**config.mk**
```make
export PLATFORM = sky130hd
export DESIGN_NAME = uart_mmio
export DESIGN_NICKNAME = d
export VERILOG_FILES = /design/src/rtl/pinky_mmio_pkg.sv /design/src/rtl/uart_mmio_rx_fifo.sv /design/src/rtl/uart_mmio.sv
export SDC_FILE = /design/constraint.sdc
export NUM_CORES = 1
export LEC_CHECK = 0
export CAP_MARGIN = 20
export CORE_ASPECT_RATIO = 1.75
export CORE_MARGIN = 2
export CORE_UTILIZATION = 54
export CTS_CLUSTER_SIZE = 20
export DETAILED_ROUTE_END_ITERATION = 6
export GPL_ROUTABILITY_DRIVEN = 0
export GPL_TIMING_DRIVEN = 0
export HOLD_SLACK_MARGIN = 0.1
export PLACE_DENSITY = 0.87
export SETUP_SLACK_MARGIN = 0.5
export SYNTH_ARGS = -nofsm -noshare
export SYNTH_HDL_FRONTEND = slang
export SYNTH_SLANG_ARGS = --single-unit
```
**constraint.sdc**
```tcl
create_clock -name clk -period 4.1 [get_ports clk]
set_clock_uncertainty 0.15 [all_clocks]
set_input_delay 0.41 -clock clk [delete_from_list [all_inputs] [get_ports clk]]
set_output_delay 0.41 -clock clk [all_outputs]
set_load 0.005 [all_outputs]
```
**src/rtl/pinky_mmio_pkg.sv**
```systemverilog
// Shared MMIO definitions for the pinky peripherals: UART register indices,
// STATUS bit positions and the UART transmit/receive FSM state encodings.
package pinky_mmio_pkg;

  localparam logic [1:0] UART_REG_TXDATA = 2'd0;
  localparam logic [1:0] UART_REG_RXDATA = 2'd1;
  localparam logic [1:0] UART_REG_STATUS = 2'd2;

  localparam int UART_ST_TX_BUSY   = 0;
  localparam int UART_ST_RX_VALID  = 1;
  localparam int UART_ST_RX_FULL   = 2;
  localparam int UART_ST_OVERRUN   = 3;
  localparam int UART_ST_FRAME_ERR = 4;

  typedef enum logic [1:0] {
    TX_IDLE  = 2'd0,
    TX_START = 2'd1,
    TX_DATA  = 2'd2,
    TX_STOP  = 2'd3
  } uart_tx_state_t;

  typedef enum logic [1:0] {
    RX_IDLE  = 2'd0,
    RX_START = 2'd1,
    RX_DATA  = 2'd2,
    RX_STOP  = 2'd3
  } uart_rx_state_t;

endpackage

```
**src/rtl/uart_mmio_rx_fifo.sv**
```systemverilog
// Receive FIFO for uart_mmio: byte-wide, DEPTH entries (power of two, >= 2).
// A pop on empty is ignored; a push when full only lands if a pop frees a slot.
module uart_rx_fifo #(
  parameter int DEPTH = 16
) (
  input  logic       clk,
  input  logic       reset,
  input  logic       push,
  input  logic       pop,
  input  logic [7:0] din,
  output logic [7:0] head,
  output logic       full,
  output logic       empty
);

  localparam int AW = $clog2(DEPTH);

  logic [7:0]  mem [DEPTH];
  logic [AW:0] wr_ptr;
  logic [AW:0] rd_ptr;
  logic        do_push;
  logic        do_pop;

  // Pointers carry one extra wrap bit so full and empty are distinguishable.
  assign empty   = (wr_ptr == rd_ptr);
  assign full    = (wr_ptr[AW] != rd_ptr[AW]) && (wr_ptr[AW-1:0] == rd_ptr[AW-1:0]);
  assign do_pop  = pop && !empty;
  assign do_push = push && (!full || do_pop);
  assign head    = mem[rd_ptr[AW-1:0]];

  always_ff @(posedge clk) begin
    if (reset) begin
      wr_ptr <= '0;
      rd_ptr <= '0;
    end else begin
      if (do_push) wr_ptr <= wr_ptr + 1'b1;
      if (do_pop)  rd_ptr <= rd_ptr + 1'b1;
    end
  end

  always_ff @(posedge clk) begin
    if (do_push) mem[wr_ptr[AW-1:0]] <= din;
  end

endmodule

```
**src/rtl/uart_mmio.sv**
```systemverilog
// Memory-mapped 8N1 UART: TXDATA / RXDATA / STATUS registers at address[3:2].
// Define UART_RX_FIFO_EN for an RX_FIFO_DEPTH-entry receive FIFO; otherwise a
// single-byte holding register buffers received data.
//
// TX state | meaning
// IDLE     | line high, waiting for a TXDATA write
// START    | driving the start bit (low)
// DATA     | shifting out 8 data bits, LSB first
// STOP     | driving the stop bit (high)
//
// RX state | meaning
// IDLE     | waiting for a falling edge on the synchronized line
// START    | waiting to half-bit to confirm the start bit
// DATA     | sampling 8 data bits at mid-bit
// STOP     | sampling the stop bit, then push or flag frame error
module uart_mmio
  import pinky_mmio_pkg::*;
#(
  parameter int CLK_FREQ_HZ   = 100_000_000,
  parameter int BAUD          = 115_200,
  parameter int RX_FIFO_DEPTH = 16
) (
  input  logic        clk,
  input  logic        reset,
  input  logic [31:0] address,
  input  logic        write_en,
  input  logic [31:0] write_data,
  output logic [31:0] read_data,
  input  logic        rxd,
  output logic        txd
);

  localparam int BIT_CYCLES = CLK_FREQ_HZ / BAUD;
  localparam int CW         = $clog2(BIT_CYCLES);
  localparam logic [CW-1:0] BIT_LAST  = CW'(BIT_CYCLES - 1);
  localparam logic [CW-1:0] HALF_LAST = CW'(BIT_CYCLES / 2 - 1);

`ifdef UART_RX_FIFO_EN
  localparam bit FIFO_EN = 1'b1;
`else
  localparam bit FIFO_EN = 1'b0;
`endif

  logic [1:0] reg_idx;
  logic       tx_wr;
  logic       pop_req;
  logic       status_wr;
  logic       unused_bits;

  assign reg_idx     = address[3:2];
  assign tx_wr       = write_en && (reg_idx == UART_REG_TXDATA);
  assign pop_req     = write_en && (reg_idx == UART_REG_RXDATA);
  assign status_wr   = write_en && (reg_idx == UART_REG_STATUS);
  assign unused_bits = ^{address[31:4], address[1:0], write_data[31:8]};

  // ---------------- transmitter ----------------
  uart_tx_state_t tx_state;
  logic [CW-1:0]  tx_cnt;
  logic [2:0]     tx_bit;
  logic [7:0]     tx_shift;
  logic           tx_busy;

  assign tx_busy = (tx_state != TX_IDLE);

  always_ff @(posedge clk) begin
    if (reset) begin
      tx_state <= TX_IDLE;
      tx_cnt   <= '0;
      tx_bit   <= '0;
      tx_shift <= '0;
      txd      <= 1'b1;
    end else begin
      case (tx_state)
        TX_IDLE: begin
          if (tx_wr) begin
            tx_shift <= write_data[7:0];
            tx_cnt   <= BIT_LAST;
            txd      <= 1'b0;
            tx_state <= TX_START;
          end
        end
        TX_START: begin
          if (tx_cnt == '0) begin
            txd      <= tx_shift[0];
            tx_shift <= {1'b0, tx_shift[7:1]};
            tx_bit   <= '0;
            tx_cnt   <= BIT_LAST;
            tx_state <= TX_DATA;
          end else begin
            tx_cnt <= tx_cnt - 1'b1;
          end
        end
        TX_DATA: begin
          if (tx_cnt == '0) begin
            tx_cnt <= BIT_LAST;
            if (tx_bit == 3'd7) begin
              txd      <= 1'b1;
              tx_state <= TX_STOP;
            end else begin
              txd      <= tx_shift[0];
              tx_shift <= {1'b0, tx_shift[7:1]};
              tx_bit   <= tx_bit + 1'b1;
            end
          end else begin
            tx_cnt <= tx_cnt - 1'b1;
          end
        end
        TX_STOP: begin
          if (tx_cnt == '0) tx_state <= TX_IDLE;
          else              tx_cnt   <= tx_cnt - 1'b1;
        end
        default: tx_state <= TX_IDLE;
      endcase
    end
  end

  // ---------------- receiver ----------------
  uart_rx_state_t rx_state;
  logic [CW-1:0]  rx_cnt;
  logic [2:0]     rx_bit;
  logic [7:0]     rx_shift;
  logic           rx_s1;
  logic           rx_s2;
  logic           rx_prev;
  logic           rx_stop_sample;
  logic           rx_push;
  logic           frame_err_set;

  assign rx_stop_sample = (rx_state == RX_STOP) && (rx_cnt == '0);
  assign rx_push        = rx_stop_sample && rx_s2;
  assign frame_err_set  = rx_stop_sample && !rx_s2;

  always_ff @(posedge clk) begin
    if (reset) begin
      rx_s1    <= 1'b1;
      rx_s2    <= 1'b1;
      rx_prev  <= 1'b1;
      rx_state <= RX_IDLE;
      rx_cnt   <= '0;
      rx_bit   <= '0;
      rx_shift <= '0;
    end else begin
      rx_s1   <= rxd;
      rx_s2   <= rx_s1;
      rx_prev <= rx_s2;
      case (rx_state)
        RX_IDLE: begin
          if (rx_prev && !rx_s2) begin
            rx_cnt   <= HALF_LAST;
            rx_state <= RX_START;
          end
        end
        RX_START: begin
          if (rx_cnt == '0) begin
            // A line that is high again at half-bit was only a glitch.
            if (rx_s2) begin
              rx_state <= RX_IDLE;
            end else begin
              rx_cnt   <= BIT_LAST;
              rx_bit   <= '0;
              rx_state <= RX_DATA;
            end
          end else begin
            rx_cnt <= rx_cnt - 1'b1;
          end
        end
        RX_DATA: begin
          if (rx_cnt == '0) begin
            rx_shift <= {rx_s2, rx_shift[7:1]};
            rx_cnt   <= BIT_LAST;
            if (rx_bit == 3'd7) rx_state <= RX_STOP;
            else                rx_bit   <= rx_bit + 1'b1;
          end else begin
            rx_cnt <= rx_cnt - 1'b1;
          end
        end
        RX_STOP: begin
          if (rx_cnt == '0) rx_state <= RX_IDLE;
          else              rx_cnt   <= rx_cnt - 1'b1;
        end
        default: rx_state <= RX_IDLE;
      endcase
    end
  end

  // ---------------- receive buffer ----------------
  logic [7:0] rx_head;
  logic       rx_valid;
  logic       rx_full;
  logic       pop_eff;
  logic       overrun_set;

  assign pop_eff     = pop_req && rx_valid;
  assign overrun_set = rx_push && rx_full && !pop_eff;

  generate
    if (FIFO_EN) begin : g_fifo
      logic fifo_full;
      logic fifo_empty;

      uart_rx_fifo #(
        .DEPTH (RX_FIFO_DEPTH)
      ) u_rx_fifo (
        .clk   (clk),
        .reset (reset),
        .push  (rx_push),
        .pop   (pop_req),
        .din   (rx_shift),
        .head  (rx_head),
        .full  (fifo_full),
        .empty (fifo_empty)
      );

      assign rx_valid = !fifo_empty;
      assign rx_full  = fifo_full;
    end else begin : g_hold
      logic [7:0] hold_data;
      logic       hold_valid;

      // On overflow the held byte is kept; the new one is dropped.
      always_ff @(posedge clk) begin
        if (reset) begin
          hold_valid <= 1'b0;
          hold_data  <= '0;
        end else begin
          if (pop_eff) hold_valid <= 1'b0;
          if (rx_push && (!hold_valid || pop_eff)) begin
            hold_valid <= 1'b1;
            hold_data  <= rx_shift;
          end
        end
      end

      assign rx_head  = hold_data;
      assign rx_valid = hold_valid;
      assign rx_full  = hold_valid;
    end
  endgenerate

  // ---------------- sticky flags ----------------
  logic overrun;
  logic frame_err;

  always_ff @(posedge clk) begin
    if (reset) begin
      overrun   <= 1'b0;
      frame_err <= 1'b0;
    end else begin
      overrun   <= overrun_set ||
                   (overrun && !(status_wr && write_data[UART_ST_OVERRUN]));
      frame_err <= frame_err_set ||
                   (frame_err && !(status_wr && write_data[UART_ST_FRAME_ERR]));
    end
  end

  // ---------------- register read ----------------
  logic [4:0] status;

  always_comb begin
    status                    = '0;
    status[UART_ST_TX_BUSY]   = tx_busy;
    status[UART_ST_RX_VALID]  = rx_valid;
    status[UART_ST_RX_FULL]   = rx_full;
    status[UART_ST_OVERRUN]   = overrun;
    status[UART_ST_FRAME_ERR] = frame_err;
  end

  always_comb begin
    read_data = '0;
    case (reg_idx)
      UART_REG_RXDATA: if (rx_valid) read_data = {24'b0, rx_head};
      UART_REG_STATUS: read_data = {27'b0, status};
      default:         read_data = '0;
    endcase
  end

endmodule

```
==> impl_metrics.csv <==
group,metric,value,unit
power,power.leakage,1.80,nW
clock_tree,clockBufferDepth,2,
detailed_routing,drc_errors,0,
worst_setup_path,end_kind,"output port",
sta,rsz0062_at_grt,"no",
clock_tree,cts_resized,0,
power,p_int,1.86,mW
run_status,outcome,"finished clean",
worst_setup_path,crit_path_max_fanout,9,
clock_tree,cts_buffers,9,
clock_tree,cts-root-buf,"clkbuf_16",
clock_tree,cts_tree,"yes",
global_routing,grt_use_total,0.269,
global_routing,gr-total-overflow,0,
synth,synth_ff_type,"dfxtp_1",
power,p_clk_frac,0.228,
power,total_power,3.41,mW
final_layout,drive_gt1_frac,0.160,
sta,drv_slew,0,
global_routing,grt_max_degree,12,
run,cap_viol_max_count,0,
placement,dp_hpwl,7720,um
power,p_sw_frac,0.453,
worst_setup_path,startpoint,"address[3]",
placement,numPortBuffers,22,
sta,worstMarginPinSlew,0.878,ns
detailed_routing,drtPass1Iterations,5,
synth,async_reset_ff_frac,0,
placement,dpl.cell_count,613,
synth,synthCells,482,
clock_tree,cts_htree_levels,3,
power,p_sw,1.54,mW
detailed_routing,wirelength,10900,um
clock_tree,ctsHoldBuffers,0,
clock_tree,path_clk_slew,0.05,ns
detailed_routing,drtAntennaViolNets,0,
sta,timing.setup.tns,0,ns
power,pwr-share-comb,0.529,
detailed_routing,drtIter0Drc,434,
sta,final.min_clock_period,2.82,ns
die,dieArea,0.00825,sq mm
sta,finalSetupViolCount,0,
worst_setup_path,arrival,2.26,ns
hold_path,worst_hold_startpoint,"rx_s1",
placement,dp_slack,1.30,ns
synth,ys.warnings.count,0,
sta,relSlewSlack,0.407,
detailed_routing,vias,4037,
hold_path,hp-class,"reg -> reg",
sta,hold_viol,0,
final_layout,diodes,0,
synth,syn_area_per_cell,8.42,sq um
die,ios,101,
sta,setup_slack,1.28,ns
sta,timing.hold.ws,0.261,ns
worst_setup_path,critPathLaunchType,"input pin",
clock_tree,postCtsSetupBuffers,0,
die,start_util,0.561,
worst_setup_path,worstPathRequired,3.54,ns
worst_setup_path,path_class,"in -> out",
die,dieHeight,119,um
die,fp-row-count,41,
worst_setup_path,reg2reg_slack,1.60,ns
clock_tree,cts.sinks,61,
power,seqPwrFrac,0.242,
global_routing,antenna_found_initial,0,
synth,synth_area,0.00406,sq mm
power,p_per_area,712,mW/mm^2
detailed_routing,via_per_inst,6.42,
final_layout,layout.cells.non_filler,629,
detailed_routing,route.detailed.wl_per_inst,17.4,um
die,coreArea,0.00723,sq mm
sta,fin_crit_sh,0.689,
global_routing,grt_pass1_vias,3842,
synth,ys_seq_area_frac,0.301,
final_layout,area_growth,17.9,%
synth,synth-edff-count,0,
clock_tree,clk_latency,0.34,ns
final_layout,layout.nets,626,
synth,synth_seq_cells,61,
die,chipWidth,69.5,um
worst_setup_path,r2r_start,"tx_state[0]",
synth,synth_cell_type_count,72,
sta,fmax,354,MHz
power,irDropWorstVdd,0.391,mV
global_routing,grt_pass1_wl,18000,um
## routing by layer
layer	part of all wire	GRT usage	vias up
met5	0	0	-
met4	0.042	0.154	0
met3	0.062	0.0588	49
met2	0.54	0.492	206
met1	0.36	0.275	1894
li1	-	-	1888
## final cells by class
cell class	instances	area (sq um)
Sequential cell	61	1220
Clock buffer	11	253
Multi-Input combinational cell	361	2500
Inverter	28	105
Tap cell	86	108
Fill cell	602	2450
Timing Repair Buffer	22	220
Clock inverter	5	58.8
Buffer	55	322
## worst max-delay path, stage by stage
cell,delay [ns]
clkdlybuf4s50_1,0.46
inv_1,0.10
ha_1,0.14
clkbuf_1,0.30
a32oi_1,0.17
nor2b_1,0.15
clkdlybuf4s50_1,0.53
## stage by stage
step / utilization / area (sq um)
floorplan: - / 4150
global placement: 0.618 / 4470
detailed placement: 0.618 / 4470
CTS: 0.661 / 4780
global route: 0.661 / 4780
finish: 0.661 / 4780
## power groups by stage
| stage | combinational [mW] | clock [mW] | sequential (mW) |
|---|---|---|---|
| 3_5_place_dp | 1.71 | 0 | 0.829 |
| 3_3_place_gp | 1.66 | 0 | 0.818 |
| 5_1_grt | 1.95 | 0.812 | 0.837 |
| 4_1_cts | 1.75 | 0.783 | 0.819 |
| 2_1_floorplan | 1.35 | 0 | 0.801 |
| 6_report | 1.80 | 0.778 | 0.825 |
## cells by family (layout without fill, tap and decap cells)
kind of cell | count (synthesis) | in the layout | share of synthesized area
buffers and inverters | 83 | 121 | 0.105
multiplexers | 10 | 10 | 0.0268
AO/OA/AOI/OAI | 145 | 145 | 0.269
AND/OR/NAND/NOR | 162 | 162 | 0.236
adder cells (fa/ha/maj) | 20 | 20 | 0.0617
flip-flops | 61 | 61 | 0.301
other | 1 | 24 | 0.000924
## flip-flops by register name (all words and copies together), names as in the netlist, 2 cells and up, named ones only
| signal | flops |
|---|---|
| rx_shift | 8 |
| rx_cnt | 10 |
| g_hold.hold_data | 8 |
| tx_bit | 3 |
| tx_state | 2 |
| rx_bit | 3 |
| tx_shift | 8 |
| tx_cnt | 10 |
## Yosys cell counts, types with 4 or more instances
cell type	number	share of area
mux2_2	7	0.019
o211ai_1	17	0.031
nand3_1	46	0.057
nor2_1	17	0.016
clkbuf_1	24	0.022
nand2_1	28	0.026
and4_1	4	0.0086
o21ai_0	17	0.021
nand4_1	8	0.012
a21oi_1	35	0.043
inv_1	28	0.026
or4_1	4	0.0074
o21ai_1	9	0.011
a41oi_2	7	0.028
dfxtp_1	61	0.30
nor4_1	4	0.0062
or2_2	6	0.0092
ha_1	20	0.062
a31o_2	4	0.0086
a211oi_1	4	0.0074
nor2b_1	4	0.0062
a32oi_1	6	0.013
nor3_1	10	0.012
buf_4	24	0.044
and2_1	6	0.0092
a31oi_1	6	0.0092
## path summary, 6_finish.rpt
check | end | cells past startpoint
worst max-delay path | read_data[4] | 7
worst min-delay path | rx_s2 | 1
worst max register to register | tx_shift[5] | 8
worst min register to register | rx_s2 | 1
## cell usage in the layout (no fill, tap or decap), types with 4 or more instances in the layout
cell             count
a211oi_1             4
a21oi_1             35
a31o_2               4
a31oi_1              6
a32oi_1              6
a41oi_2              7
and2_1               6
and4_1               4
buf_4               24
clkbuf_1            24
clkbuf_16            9
clkdlybuf4s50_1     22
conb_1              24
dfxtp_1             61
ha_1                20
inv_1               28
mux2_2               7
nand2_1             28
nand3_1             46
nand4_1              8
nor2_1              17
nor2b_1              4
nor3_1              10
nor4_1               4
o211ai_1            17
o21ai_0             17
o21ai_1              9
or2_2                6
or4_1                4
Note: power is estimated with default switching activity, not from simulation.
